$ cat src/rtl/lsu_pkg.sv
// Shared definitions for the RV32I load/store unit.
//   - funct3 width/sign codes for loads and stores
//   - FSM state encoding
//   - writeback error codes
//   - funct3 legality helper
package lsu_pkg;

  // Load funct3 codes
  localparam logic [2:0] LB  = 3'b000;
  localparam logic [2:0] LH  = 3'b001;
  localparam logic [2:0] LW  = 3'b010;
  localparam logic [2:0] LBU = 3'b100;
  localparam logic [2:0] LHU = 3'b101;

  // Store funct3 codes
  localparam logic [2:0] SB  = 3'b000;
  localparam logic [2:0] SH  = 3'b001;
  localparam logic [2:0] SW  = 3'b010;

  typedef enum logic [1:0] {
    IDLE = 2'd0,
    REQ  = 2'd1,
    WAIT = 2'd2,
    RESP = 2'd3
  } lsu_state_e;

  // Writeback error codes
  localparam logic [1:0] ERR_NONE     = 2'd0;
  localparam logic [1:0] ERR_MISALIGN = 2'd1;
  localparam logic [1:0] ERR_FUNCT3   = 2'd2;
  localparam logic [1:0] ERR_TIMEOUT  = 2'd3;

  // Stores only know byte/half/word; loads add the unsigned byte/half forms.
  function automatic logic funct3_legal(input logic is_store, input logic [2:0] f3);
    logic ok;
    if (is_store) begin
      ok = (f3 == SB) || (f3 == SH) || (f3 == SW);
    end else begin
      ok = (f3 == LB) || (f3 == LH) || (f3 == LW) || (f3 == LBU) || (f3 == LHU);
    end
    return ok;
  endfunction

endpackage

$ cat src/rtl/lsu_lane_align.sv
// Byte-lane steering for the load/store unit (purely combinational).
//   is_store_i    1 = store, 0 = load
//   funct3_i      RV32I width/sign code
//   offset_i      byte offset within the word (addr[1:0])
//   store_data_i  rs2 value
//   load_word_i   word returned by the bus
//   wmask_o       byte strobes for a store (0 for loads)
//   wdata_o       lane-replicated store data (0 for loads)
//   load_data_o   extracted, sign/zero-extended load data
//   misaligned_o  halfword on an odd byte or word not on a word boundary
//   illegal_o     funct3 not valid for this access direction
module lsu_lane_align
  import lsu_pkg::*;
(
  input  logic        is_store_i,
  input  logic [2:0]  funct3_i,
  input  logic [1:0]  offset_i,
  input  logic [31:0] store_data_i,
  input  logic [31:0] load_word_i,
  output logic [3:0]  wmask_o,
  output logic [31:0] wdata_o,
  output logic [31:0] load_data_o,
  output logic        misaligned_o,
  output logic        illegal_o
);

  logic [7:0]  byte_sel;
  logic [15:0] half_sel;

  always_comb begin
    wmask_o      = 4'b0000;
    wdata_o      = '0;
    load_data_o  = '0;
    misaligned_o = 1'b0;
    illegal_o    = !funct3_legal(is_store_i, funct3_i);

    byte_sel = load_word_i[{offset_i, 3'b000} +: 8];
    half_sel = offset_i[1] ? load_word_i[31:16] : load_word_i[15:0];

    // Width lives in funct3[1:0] for both loads and stores.
    case (funct3_i[1:0])
      2'b01:   misaligned_o = offset_i[0];
      2'b10:   misaligned_o = (offset_i != 2'b00);
      default: misaligned_o = 1'b0;
    endcase

    if (is_store_i) begin
      case (funct3_i)
        SB: begin
          wmask_o = 4'b0001 << offset_i;
          wdata_o = {4{store_data_i[7:0]}};
        end
        SH: begin
          wmask_o = 4'b0011 << {offset_i[1], 1'b0};
          wdata_o = {2{store_data_i[15:0]}};
        end
        SW: begin
          wmask_o = 4'b1111;
          wdata_o = store_data_i;
        end
        default: begin
          wmask_o = 4'b0000;
          wdata_o = '0;
        end
      endcase
    end else begin
      case (funct3_i)
        LB:      load_data_o = {{24{byte_sel[7]}}, byte_sel};
        LH:      load_data_o = {{16{half_sel[15]}}, half_sel};
        LW:      load_data_o = load_word_i;
        LBU:     load_data_o = {24'h000000, byte_sel};
        LHU:     load_data_o = {16'h0000, half_sel};
        default: load_data_o = '0;
      endcase
    end
  end

endmodule

$ cat src/rtl/load_store_unit.sv
// Multi-cycle RV32I load/store stage.
//   clk, rst                  clock, synchronous active-high reset
//   req_*                     request from execute (valid/ready handshake)
//   mem_req_*, mem_wen,
//   mem_addr/wdata/wmask      word-aligned bus request with byte strobes
//   mem_rsp_valid/rdata       bus response (sampled only in WAIT)
//   wb_*                      writeback result (valid/ready), error code
// Flow: IDLE -> REQ -> WAIT -> RESP -> IDLE, or IDLE -> RESP directly when
// the request is malformed (no bus traffic in that case).
module load_store_unit
  import lsu_pkg::*;
#(
  parameter int XLEN           = 32,
  parameter int TIMEOUT_CYCLES = 255,
  parameter int TIMEOUT_W      = 8
) (
  input  logic            clk,
  input  logic            rst,
  input  logic            req_valid,
  output logic            req_ready,
  input  logic            req_is_store,
  input  logic [2:0]      req_funct3,
  input  logic [XLEN-1:0] req_addr,
  input  logic [XLEN-1:0] req_wdata,
  input  logic [4:0]      req_rd,
  output logic            mem_req_valid,
  input  logic            mem_req_ready,
  output logic            mem_wen,
  output logic [XLEN-1:0] mem_addr,
  output logic [XLEN-1:0] mem_wdata,
  output logic [3:0]      mem_wmask,
  input  logic            mem_rsp_valid,
  input  logic [XLEN-1:0] mem_rsp_rdata,
  output logic            wb_valid,
  input  logic            wb_ready,
  output logic            wb_we,
  output logic [4:0]      wb_rd,
  output logic [XLEN-1:0] wb_data,
  output logic [1:0]      wb_err
);

  lsu_state_e           state_q, state_d;
  logic [TIMEOUT_W-1:0] cnt_q, cnt_d;
  logic [1:0]           off_q, off_d;
  logic [2:0]           funct3_q, funct3_d;
  logic                 store_q, store_d;
  logic [4:0]           rd_q, rd_d;
  logic [XLEN-1:0]      mem_addr_q, mem_addr_d;
  logic [XLEN-1:0]      mem_wdata_q, mem_wdata_d;
  logic [3:0]           mem_wmask_q, mem_wmask_d;
  logic                 mem_wen_q, mem_wen_d;
  logic                 wb_we_q, wb_we_d;
  logic [XLEN-1:0]      wb_data_q, wb_data_d;
  logic [1:0]           wb_err_q, wb_err_d;

  // A single aligner serves both phases: in IDLE it looks at the incoming
  // request (checks + store lanes, captured at accept); afterwards it looks
  // at the captured offset/funct3 so the response word can be extracted.
  logic        live_sel;
  logic        al_is_store;
  logic [2:0]  al_funct3;
  logic [1:0]  al_offset;
  logic [3:0]  al_wmask;
  logic [31:0] al_wdata;
  logic [31:0] al_load_data;
  logic        al_misaligned;
  logic        al_illegal;

  assign live_sel    = (state_q == IDLE);
  assign al_is_store = live_sel ? req_is_store  : store_q;
  assign al_funct3   = live_sel ? req_funct3    : funct3_q;
  assign al_offset   = live_sel ? req_addr[1:0] : off_q;

  lsu_lane_align u_lane_align (
    .is_store_i   (al_is_store),
    .funct3_i     (al_funct3),
    .offset_i     (al_offset),
    .store_data_i (req_wdata),
    .load_word_i  (mem_rsp_rdata),
    .wmask_o      (al_wmask),
    .wdata_o      (al_wdata),
    .load_data_o  (al_load_data),
    .misaligned_o (al_misaligned),
    .illegal_o    (al_illegal)
  );

  // Handshake outputs are forced low while reset is asserted so that a
  // request presented together with rst is never seen as accepted.
  assign req_ready     = !rst && (state_q == IDLE);
  assign mem_req_valid = !rst && (state_q == REQ);
  assign wb_valid      = !rst && (state_q == RESP);

  assign mem_wen   = mem_wen_q;
  assign mem_addr  = mem_addr_q;
  assign mem_wdata = mem_wdata_q;
  assign mem_wmask = mem_wmask_q;
  assign wb_we     = wb_we_q;
  assign wb_rd     = rd_q;
  assign wb_data   = wb_data_q;
  assign wb_err    = wb_err_q;

  always_comb begin
    state_d     = state_q;
    cnt_d       = cnt_q;
    off_d       = off_q;
    funct3_d    = funct3_q;
    store_d     = store_q;
    rd_d        = rd_q;
    mem_addr_d  = mem_addr_q;
    mem_wdata_d = mem_wdata_q;
    mem_wmask_d = mem_wmask_q;
    mem_wen_d   = mem_wen_q;
    wb_we_d     = wb_we_q;
    wb_data_d   = wb_data_q;
    wb_err_d    = wb_err_q;

    case (state_q)
      IDLE: begin
        if (req_valid && req_ready) begin
          off_d       = req_addr[1:0];
          funct3_d    = req_funct3;
          store_d     = req_is_store;
          rd_d        = req_rd;
          mem_addr_d  = {req_addr[XLEN-1:2], 2'b00};
          mem_wdata_d = al_wdata;
          mem_wmask_d = al_wmask;
          mem_wen_d   = req_is_store;
          wb_we_d     = 1'b0;
          wb_data_d   = '0;
          wb_err_d    = ERR_NONE;
          // funct3 legality takes priority over alignment.
          if (al_illegal) begin
            wb_err_d = ERR_FUNCT3;
            state_d  = RESP;
          end else if (al_misaligned) begin
            wb_err_d = ERR_MISALIGN;
            state_d  = RESP;
          end else begin
            state_d  = REQ;
          end
        end
      end
      REQ: begin
        if (mem_req_ready) begin
          cnt_d   = '0;
          state_d = WAIT;
        end
      end
      WAIT: begin
        if (mem_rsp_valid) begin
          wb_err_d  = ERR_NONE;
          wb_we_d   = !store_q;
          wb_data_d = store_q ? '0 : al_load_data;
          state_d   = RESP;
        end else if (cnt_q == TIMEOUT_W'(TIMEOUT_CYCLES - 1)) begin
          wb_err_d  = ERR_TIMEOUT;
          wb_we_d   = 1'b0;
          wb_data_d = '0;
          state_d   = RESP;
        end else begin
          cnt_d = cnt_q + 1'b1;
        end
      end
      RESP: begin
        if (wb_ready) begin
          state_d = IDLE;
        end
      end
      default: state_d = IDLE;
    endcase
  end

  always_ff @(posedge clk) begin
    if (rst) begin
      state_q     <= IDLE;
      cnt_q       <= '0;
      off_q       <= '0;
      funct3_q    <= '0;
      store_q     <= 1'b0;
      rd_q        <= '0;
      mem_addr_q  <= '0;
      mem_wdata_q <= '0;
      mem_wmask_q <= '0;
      mem_wen_q   <= 1'b0;
      wb_we_q     <= 1'b0;
      wb_data_q   <= '0;
      wb_err_q    <= ERR_NONE;
    end else begin
      state_q     <= state_d;
      cnt_q       <= cnt_d;
      off_q       <= off_d;
      funct3_q    <= funct3_d;
      store_q     <= store_d;
      rd_q        <= rd_d;
      mem_addr_q  <= mem_addr_d;
      mem_wdata_q <= mem_wdata_d;
      mem_wmask_q <= mem_wmask_d;
      mem_wen_q   <= mem_wen_d;
      wb_we_q     <= wb_we_d;
      wb_data_q   <= wb_data_d;
      wb_err_q    <= wb_err_d;
    end
  end

endmodule

$ cat config.mk
export PLATFORM = sky130hd
export DESIGN_NAME = load_store_unit
export DESIGN_NICKNAME = d
export VERILOG_FILES = /design/src/rtl/lsu_pkg.sv /design/src/rtl/lsu_lane_align.sv /design/src/rtl/load_store_unit.sv
export SDC_FILE = /design/constraint.sdc
export NUM_CORES = 1
export LEC_CHECK = 0
export CORE_ASPECT_RATIO = 0.7
export CORE_UTILIZATION = 68
export CTS_CLUSTER_SIZE = 20
export DETAILED_ROUTE_END_ITERATION = 6
export DONT_BUFFER_PORTS = 1
export GPL_TIMING_DRIVEN = 0
export PLACE_DENSITY = 0.84
export SLEW_MARGIN = 10
export SYNTH_ARGS = -nofsm -noshare
export SYNTH_HDL_FRONTEND = slang
export SYNTH_SLANG_ARGS = --single-unit
export TNS_END_PERCENT = 20
$ cat constraint.sdc
create_clock -name clk -period 6.6 [get_ports clk]
set_input_delay 0.99 -clock clk [delete_from_list [all_inputs] [get_ports clk]]
set_output_delay 0.99 -clock clk [all_outputs]
set_load 0.01 [all_outputs]
==> qor.csv <==
metric,value,unit
dpl cell area,5720,µm²
Critical R2R Launch,state_q[0]$_SDFFE_PP0P_,
CTS sink cnt,122,
asr flop ratio synth,0,%
clock skew,0.00818,ns
die area,8590,µm²
# diodes,0,
leakage,2.39,nW
Post-layout nets,809,
synthesis-to-layout area growth,11.9,%
Post-Syn Instances,669,
share of the synthesized area in the top cell type,43.7,%
vias per cell,6.71,
Starting Density,70.7,%
die extent in x,110,µm
status,finished clean,
Post-Layout Cell Count,801,
period utilization,52.0,%
MaxCap Viol Count,0,
area occupied by registers,2440,µm²
Setup Crit Path Kind,reg2reg,
DR WL/cell,20.8,µm
most numerous cell in the Yosys netlist,dfxtp_1,
final WL,16700,µm
Post-DRT Antenna Nets,0,
RSZ-0062 raised after global routing,false,
R2R Setup Slk,3.17,ns
placed cells,771,
drt pass-1 iters,6,
global route overflow,0,
Hold Crit Depth,2,
syn_area_per_cell,8.35,µm²
"Min Clock Period, post-route",3.43,ns
hold path startpoint,funct3_q[0]$_SDFFE_PP0P_,
detailed-route via count,5376,
Yosys reg bits,122,
CTS tree,yes,
GRT Total Usage,38.8,%
Peak VDD IR,0.262,mV
first-pass GRT wire length,25200,µm
"CTS clk-pin slew, worst paths",0.05,ns
"Distinct cells, synth",62,
multi-input logic area,2840,µm²
Peak Freq,291,MHz
CP arrival,3.72,ns
crit path max fanout,10,
Worst Hold Class,reg2reg,
final hold viol count,0,
Rows,27,
worst r2r dst,mem_wdata[30]$_SDFFE_PP0P_,
number of synthesis warnings,0,
H-tree Lvls,4,
"area leader, netlist",dfxtp_1,
Post-synth top cells,"dfxtp_1, nand2_1, o21ai_0",
FF-to-FF path depth,13,
filler cell count in the final layout,552,
Pwr Density,433,nW/µm²
crit-path most repeated cell,clkbuf_1,
post-cts resize count,0,
routability congestion estimate,0.943,
PortBufs,0,
Slew headroom,57.6,%
"top cells by area, synth","dfxtp_1, nand2_1, o21ai_0",
"Top FF cell, synth",dfxtp_1,
Die H,77.8,µm
CTS Buf Count,17,
DR iter-0 viols,566,
Final Setup Violations,0,
Worst Tran Pin Value,0.633,ns
I/O pins,223,
"slowest stage delay, CP",0.40,ns
Worst Hold End,funct3_q[0]$_SDFFE_PP0P_,
Skew-Pair Late Insertion Delay,0.42,ns
initial antenna violation count,0,
fraction of layout cells with a size suffix above 1,8.86,%
CP endpoint kind,register,
Worst path slowest cell,dfxtp_1,
worst path cell trace,inv_1 -> ha_1 -> buf_6 -> buf_2 -> mux2i_1 -> ha_1 -> clkbuf_1 -> or2_2 -> clkbuf_1 -> o2111ai_1 -> clkbuf_1 -> a2bb2oi_1 -> nor2_1,
Setup TNS Final,0,ns
post-synthesis sequential area ratio,43.7,%
vias in the first global route,5024,
CTS root buf,clkbuf_16,
DRC Markers,0,
Required @ worst endpoint,6.88,ns
Worst setup SP type,register,
final standard cell area without fillers,6250,µm²
largest net degree at the start of global routing,17,
post-DP HPWL,11900,µm
"EDFF count, synth",0,
cts hold-fix bufs,0,
CTS max path bufs,2,
"Cell Area, Synth",5590,µm²
setup repair bufs after CTS,0,
Pins Over Slew Limit,0,
Core ar.,7910,µm²
[layout make-up]
class                           instances  share of cell area, %
Tap cell                              101                   2.02
Clock inverter                          8                   1.16
Buffer                                 54                   3.90
Inverter                               18                   1.08
Sequential cell                       122                   39.0
Multi-Input combinational cell        476                   45.4
Clock buffer                           22                   7.42
[cells by family (layout without fill, tap and decap cells)]
| kind of cell | Yosys count | after routing | synth area share [%] |
|---|---|---|---|
| AO/OA/AOI/OAI | 212 | 212 | 26.6 |
| multiplexers | 18 | 18 | 3.67 |
| AND/OR/NAND/NOR | 230 | 230 | 17.6 |
| buffers and inverters | 72 | 102 | 5.58 |
| other | 1 | 2 | 0.0671 |
| adder cells (fa/ha/maj) | 9 | 9 | 2.02 |
| flip-flops | 122 | 122 | 43.7 |
| XOR/XNOR | 5 | 5 | 0.784 |
[flip-flops by register name, summed over array words and instances (netlist names)]
register / flops
cnt_q: 8
funct3_q: 3
mem_addr: 30
mem_wdata: 32
mem_wen: 1
mem_wmask: 4
off_q: 2
state_q: 2
wb_data: 32
wb_err: 2
wb_rd: 5
wb_we: 1
[metrics by stage]
| stage | setup slack (ns) | total power, mW | hold WS, ns | utilization (%) |
|---|---|---|---|---|
| finish | 3.17 | 2.71 | 0.475 | 79.1 |
| CTS | 3.22 | 2.67 | 0.479 | 79.1 |
| detailed placement | 3.30 | 1.82 | 0.464 | 72.3 |
| global route | 2.90 | 2.82 | 0.497 | 79.1 |
| global placement | 3.40 | 1.79 | 0.447 | 72.3 |
| floorplan | 3.77 | 1.61 | 0.435 | - |
[where the power goes]
| part | switching (mW) | internal (mW) |
|---|---|---|
| logic | 0.609 | 0.363 |
| clock network | 0.317 | 0.529 |
| registers | 0.0831 | 0.808 |
[how the worst max path moves through the flow]
stage                     slack, ns  depth (start not counted)               startpoint                          to
after floorplan                3.77                          9            req_funct3[0]  mem_wdata[26]$_SDFFE_PP0P_
after global placement         3.40                         13  state_q[0]$_SDFFE_PP0P_  mem_wdata[30]$_SDFFE_PP0P_
after detailed placement       3.30                         13  state_q[0]$_SDFFE_PP0P_  mem_wdata[30]$_SDFFE_PP0P_
after CTS                      3.22                         13  state_q[0]$_SDFFE_PP0P_  mem_wdata[31]$_SDFFE_PP0P_
after global routing           2.90                         13  state_q[0]$_SDFFE_PP0P_  mem_wdata[31]$_SDFFE_PP0P_
final                          3.17                         13  state_q[0]$_SDFFE_PP0P_  mem_wdata[30]$_SDFFE_PP0P_
[critical path, delay by kind of cell (launching register included)]
family	cells	cell delay, ns
DFF	1	0.40
AOI/OAI and AO/OA	2	0.59
and+or+nand+nor	2	0.42
buffers and inverters	6	1.26
adders and majority gates	2	0.44
muxes	1	0.18
[metal layers]
metal  share of wire [%]  track usage (%)
met5                   0             3.90
met1                  38             47.1
met2                  45             60.2
met4                 3.4             16.8
met3                  13             15.5
[cells in the final DEF (no fill, tap or decap), drive strengths merged, types with 5 or more instances in the layout]
cell type / synthesis / routed
dfxtp: 122 / 122
nand2: 121 / 121
o21ai: 78 / 78
clkbuf: 37 / 59
nor2: 47 / 47
nand3: 36 / 36
a22oi: 26 / 26
a21oi: 19 / 19
inv: 18 / 18
buf: 17 / 17
a22o: 16 / 16
a21boi: 16 / 16
mux2i: 13 / 13
a221oi: 11 / 11
a222oi: 9 / 9
ha: 9 / 9
a2bb2oi: 8 / 8
and2: 5 / 5
Power figures use the tool's default switching activity.
==> RTL edit 1: new RTL, same settings <==
The 4 states of `lsu_state_e` get a one-hot encoding in 4 bits.
--- a/src/rtl/lsu_pkg.sv
+++ b/src/rtl/lsu_pkg.sv
@@ -18,9 +18,9 @@
   localparam logic [2:0] SW  = 3'b010;
 
-  typedef enum logic [1:0] {
-    IDLE = 2'd0,
-    REQ  = 2'd1,
-    WAIT = 2'd2,
-    RESP = 2'd3
+  typedef enum logic [3:0] {
+    IDLE = 4'b0001,
+    REQ  = 4'b0010,
+    WAIT = 4'b0100,
+    RESP = 4'b1000
   } lsu_state_e;
 
Function: no difference found for any inputs over 4 cycles, from zero or initial values and one cycle with rst high; so few cycles prove little.
==> RTL edit 1 against the original RTL <==
- routed wire length up 23%
- worst setup slack got worse by 630 ps
- combinational power grew 6%
- clock skew is 1.1 ps higher
- sequential cell count increased by 2
- power up 6.8%
- global-route usage up 4.3 points
- highest routed layer unchanged
- synthesized area up 8.8%
- largest cell class unchanged
- design area increased by 9.3%
==> RTL edit 1: results (changes against the original RTL) <==
- Outcome: finished, final reports clean
- Hold Crit Depth: 2 (unchanged)
- Worst-Skew Late Latency: 430 ps
- Critical path arrival: 4390 ps (+670 ps)
- Hold Path Sink: funct3_q[0]
- Reg2Reg Depth: 11 (-2)
- Layout cells sized above 1: 7.487% (-1.4 points)
- Routed wire per std cell: 22.59 microns (+8.5%)
- CP top delay family: buffers and inverters
- Initial antenna violation count: 1 (+1)
- Buffers on Ports: 0 (unchanged)
- Nets: 891 (+10%)
- Slowest CP cell: or4b_1
- Post-CTS setup repair buffer count: 0 (unchanged)
- CP max stage delay: 540 ps (+140 ps)
- Routed Antenna Nets: 0 (unchanged)
- Clk buf depth: 2 (unchanged)
- Static Leakage: 2.401 nW (+0.65%)
- Peak supply drop: 0.2507 mV (-4.3%)
- Worst R2R Setup Slack: 2540 ps (-630 ps)
- Cell variety after synth: 63 (+1.6%)
- Worst-path clk slew: 60 ps
- Placed inst area: 6235 sq um (+9.0%)
- Clock Root Buffer: clkbuf_16
- Resized cells post-CTS: 0 (unchanged)
- Ranking of synthesized cells by area: dfxtp_1 41%, nand2_1 9.1%, a21oi_1 5.4%, nand3_1 3.9%, o21ai_0 3.7%
- Ys Warns: 0 (unchanged)
- Register area share after synthesis: 40.82% (-2.9 points)
- Vias per cell: 7.120 (+6.1%)
- Critical path origin: state_q[3]
- Fill cells: 585 (+6.0%)
- Synth cell count leaders: 148 x nand2_1, 124 x dfxtp_1, 66 x a21oi_1
- Drt pass-1 iters: 7 (+1)
- CTS Buf Count: 17 (unchanged)
- R2R Path End: wb_data[3]
- Number of global-route vias before repair: 5967 (+19%)
- Worst Hold Launch: funct3_q[0]
- Min-Delay Path Class: register to register
- H-tree depth: 4 (unchanged)
- Gr usage total: 43.14% (+4.3 points)
- Clk_skew: 9.231 ps (+1.052 ps)
- Detailed placement HPWL: 14.42 mm (+21%)
- DRC marker count from the first detailed-route iteration: 906 (+60%)
- Placer Congestion: 0.9763 (+3.5%)
- Crit Reg-Reg Startpoint: state_q[3]
- CP Max Fanout: 10 (unchanged)
- Slew HR: 26.37% (-31 points)
- Ys async rst share: 0% (unchanged)
- Largest net degree at the start of global routing: 17 (unchanged)
- First-pass GRT wire length: 30.40 mm (+21%)
-- RTL edit 1: changes by cell type after synthesis, sizes merged, moves of 10 or more --
cell	before	now
a21oi	19	66
a31oi	2	13
nand2	121	148
inv	18	8
and3	3	13
nand3	36	47
clkbuf	37	51
nor2	47	29
o21ai	78	47
a22oi	26	15
a21boi	16	0
a32o	1	11
-- RTL edit 1: cell type report --
cell class	instances	area share, %
Antenna cell	1	0.03660
Buffer	67	4.081
Clock buffer	21	6.880
Clock inverter	11	1.903
Inverter	8	0.4392
Multi-Input combinational cell	557	48.16
Sequential cell	124	36.30
Tap cell	120	2.196
-- RTL edit 1: where the power goes --
group | total (mW) | switching (mW) | internal, mW | leakage (nW)
logic | 1.03 | 0.689 | 0.343 | 1.10
clock network | 0.949 | 0.359 | 0.591 | 0.295
registers | 0.910 | 0.0882 | 0.822 | 1.01
total | 2.89 | 1.14 | 1.76 | 2.40
-- RTL edit 1: worst reg2reg max path, cell delays in order, from the launching register on --
cell	delay [ps]
dfxtp_1	390
or4b_1	540
buf_4	200
clkbuf_1	290
nand2_1	130
and2_1	210
ha_1	260
clkbuf_1	460
clkbuf_1	480
clkbuf_1	500
a31oi_1	170
a311oi_1	340
-- RTL edit 1: stage by stage --
stage	hold WS, ps	utilization [%]	cells	worst slack (ps)	power, mW
2_1_floorplan	436.2	-	756	3613	1.635
3_3_place_gp	446.6	72.94	876	2885	1.863
3_5_place_dp	453.0	72.94	876	2709	1.902
4_1_cts	461.2	79.96	908	2692	2.849
5_1_grt	474.9	79.99	909	2325	3.008
6_report	465.8	79.99	909	2536	2.891
-- RTL edit 1: cell families after synthesis --
logic type | count (synthesis) | share of synthesized area, %
other cells | 1 | 0.06167
simple gates | 283 | 21.77
mux | 11 | 2.325
xor+xnor | 7 | 1.008
fa+ha+maj | 5 | 1.029
buf+inv | 75 | 5.082
flops | 124 | 40.82
compound gates | 249 | 27.90
-- RTL edit 1: routing by layer --
metal | part of all wire [%] | global-route usage [%]
met3 | 14 | 15.67
met2 | 44 | 67.41
met1 | 37 | 52.00
met5 | 0 | 0
met4 | 4.9 | 24.03
-- RTL edit 1: worst max path at each step --
stage / endpoint / slack (ps) / cells past startpoint
5_1_grt: wb_data[3] / 2320 / 12
4_1_cts: wb_data[5] / 2690 / 12
2_1_floorplan: wb_data[11] / 3610 / 12
3_3_place_gp: wb_data[4] / 2880 / 12
6_report: wb_data[3] / 2540 / 11
3_5_place_dp: wb_data[5] / 2710 / 12
==> RTL edit 2: new RTL, config.mk and constraints unchanged <==
Made on the original files. Change the parameter `TIMEOUT_W` from 8 to 10.
--- a/src/rtl/load_store_unit.sv
+++ b/src/rtl/load_store_unit.sv
@@ -13,5 +13,5 @@
   parameter int XLEN           = 32,
   parameter int TIMEOUT_CYCLES = 255,
-  parameter int TIMEOUT_W      = 8
+  parameter int TIMEOUT_W      = 10
 ) (
   input  logic            clk,
Formal check against the unedited RTL: same outputs for any inputs over 4 cycles, from zero or initial values and one cycle with rst high; that may be too few to reach the edited logic, so the function may still have changed.
==> RTL edit 2 against the original RTL <==
- the run now ends with design-rule violations left
- design area rose by 1.9%
- routed wire length up 1.5%
- via count hardly changed
- synthesized area rose by 1.9%
- hold slack got worse by 11 ps
- largest power group unchanged
- worst setup slack got worse by 410 ps
- largest cell class unchanged
- power is 0.45% lower
- sequential cell count grew 2
- global-route usage decreased by 0.46 points
==> RTL edit 2: results (changes against the original RTL) <==
- Synth Flop Type: dfxtp_1
- Peak supply drop: 0.2217 mV (-15%)
- Placed inst area: 5823 sq um (+1.8%)
- # diodes: 0 (unchanged)
- Layout cells sized above 1: 8.263% (-0.59 points)
- Vias: 5371 (-0.093%)
- Min-Delay Path Class: register to register
- First-pass GRT wire length: 25.95 mm (+3.2%)
- Gr usage total: 38.39% (-0.46 points)
- Drt pass-1 iters: 7 (+1)
- Number of global-route vias before repair: 5149 (+2.5%)
- Outcome: finished, violations left
- Placed Instances: 786 (+1.9%)
- Placer Congestion: 0.9500 (+0.74%)
- Buffers on Ports: 0 (unchanged)
- Initial antenna violation count: 0 (unchanged)
- CTS Buf Count: 17 (unchanged)
- Worst-path clk slew: 60 ps
- DRC: 28 (+28)
- Clock Root Buffer: clkbuf_16
- Synth cell count leaders: 146 x nand2_1, 124 x dfxtp_1, 86 x a21oi_1
- Mean Syn Cell Area: 8.323 sq um (-0.35%)
- Routed wire per std cell: 20.77 microns (-0.26%)
- Ys async rst share: 0% (unchanged)
- Largest net degree at the start of global routing: 17 (unchanged)
- Fill cells: 541 (-2.0%)
- H-tree depth: 4 (unchanged)
- Nets: 824 (+1.9%)
- Post-CTS setup repair buffer count: 0 (unchanged)
- Ranking of synthesized cells by area: dfxtp_1 44%, nand2_1 9.6%, a21oi_1 7.6%, nor2_1 4.2%, a22oi_1 3.3%
- CP Max Fanout: 10 (unchanged)
- Static Leakage: 2.557 nW (+7.2%)
- Worst-Skew Late Latency: 410 ps
- Slew HR: 39.52% (-18 points)
- DRC marker count from the first detailed-route iteration: 591 (+4.4%)
- Clk buf depth: 2 (unchanged)
- Worst R2R Setup Slack: 2750 ps (-410 ps)
- Cell variety after synth: 54 (-13%)
- Ys Warns: 0 (unchanged)
- Vias per cell: 6.590 (-1.8%)
- Violated checks: design-rule violations
- Detailed placement HPWL: 12.38 mm (+3.8%)
- Register area share after synthesis: 43.60% (-0.10 points)
- Resized cells post-CTS: 0 (unchanged)
- Clk_skew: 7.247 ps (-0.9323 ps)
## RTL edit 2: cell count changes after synthesis, moves of 7 or more
cell,change
a21oi_1,+67
o21ai_0,-60
nand3_1,-29
nand2_1,+25
nor2_1,+17
a21o_1,+15
o2bb2ai_1,+14
o21ai_1,-12
a22o_1,-8
a21boi_1,-7
## RTL edit 2: routing by layer
layer	share of wire, %	global-route usage, %	up-vias
li1	-	-	2456
met4	3.5	18.78	0
met5	0	0	-
met1	39	46.00	2491
met3	13	15.06	60
met2	44	60.62	364
## RTL edit 2: worst max-delay path, stage by stage, from the launching register on
cell	delay [ps]
dfxtp_1	340
inv_1	100
ha_1	170
buf_6	150
clkbuf_1	410
mux2i_1	410
inv_1	80
ha_1	190
clkbuf_1	190
or2_2	360
clkbuf_1	270
o211ai_1	750
a2bb2oi_1	240
nor2_1	60
## RTL edit 2: layout make-up
cell class              count  area, sq um  area share, %
multi-input cells         494         2922          45.84
flip-flops and latches    124         2482          38.95
clock buffers              22        484.2          7.597
plain buffers              55        247.7          3.887
well taps                 101        126.4          1.983
clock inverters             7        66.31          1.040
inverters                  12        45.04         0.7067
## RTL edit 2: logic make-up (layout without fill, tap and decap cells)
logic type | after synthesis | after routing | share of synthesized area (%)
buffers and inverters | 67 | 96 | 5.142
AOI/OAI and AO/OA | 206 | 206 | 25.58
xor gates and xnor gates | 7 | 7 | 1.077
muxes | 18 | 18 | 4.088
adders and majority gates | 9 | 9 | 1.978
DFF | 124 | 124 | 43.60
other | 1 | 2 | 0.06587
and+or+nand+nor | 252 | 252 | 18.46
## RTL edit 2: metrics by stage
| stage | hold slack [ps] | worst slack (ps) |
|---|---|---|
| 2_1_floorplan | 435.7 | 3632 |
| 3_3_place_gp | 442.0 | 2982 |
| 3_5_place_dp | 459.9 | 2843 |
| 4_1_cts | 467.2 | 2842 |
| 5_1_grt | 491.0 | 2487 |
| 6_report | 464.0 | 2754 |
## RTL edit 2: worst paths after layout
path / start / endpoint / depth (start not counted)
max: state_q[1] / mem_wdata[31] / 13
min: funct3_q[0] / funct3_q[0] / 2
max reg2reg: state_q[1] / mem_wdata[31] / 13
min reg2reg: funct3_q[0] / funct3_q[0] / 2
## RTL edit 2: power breakdown
| part | internal [mW] | switching, mW |
|---|---|---|
| combinational | 0.338 | 0.615 |
| clock | 0.548 | 0.316 |
| sequential | 0.810 | 0.0690 |
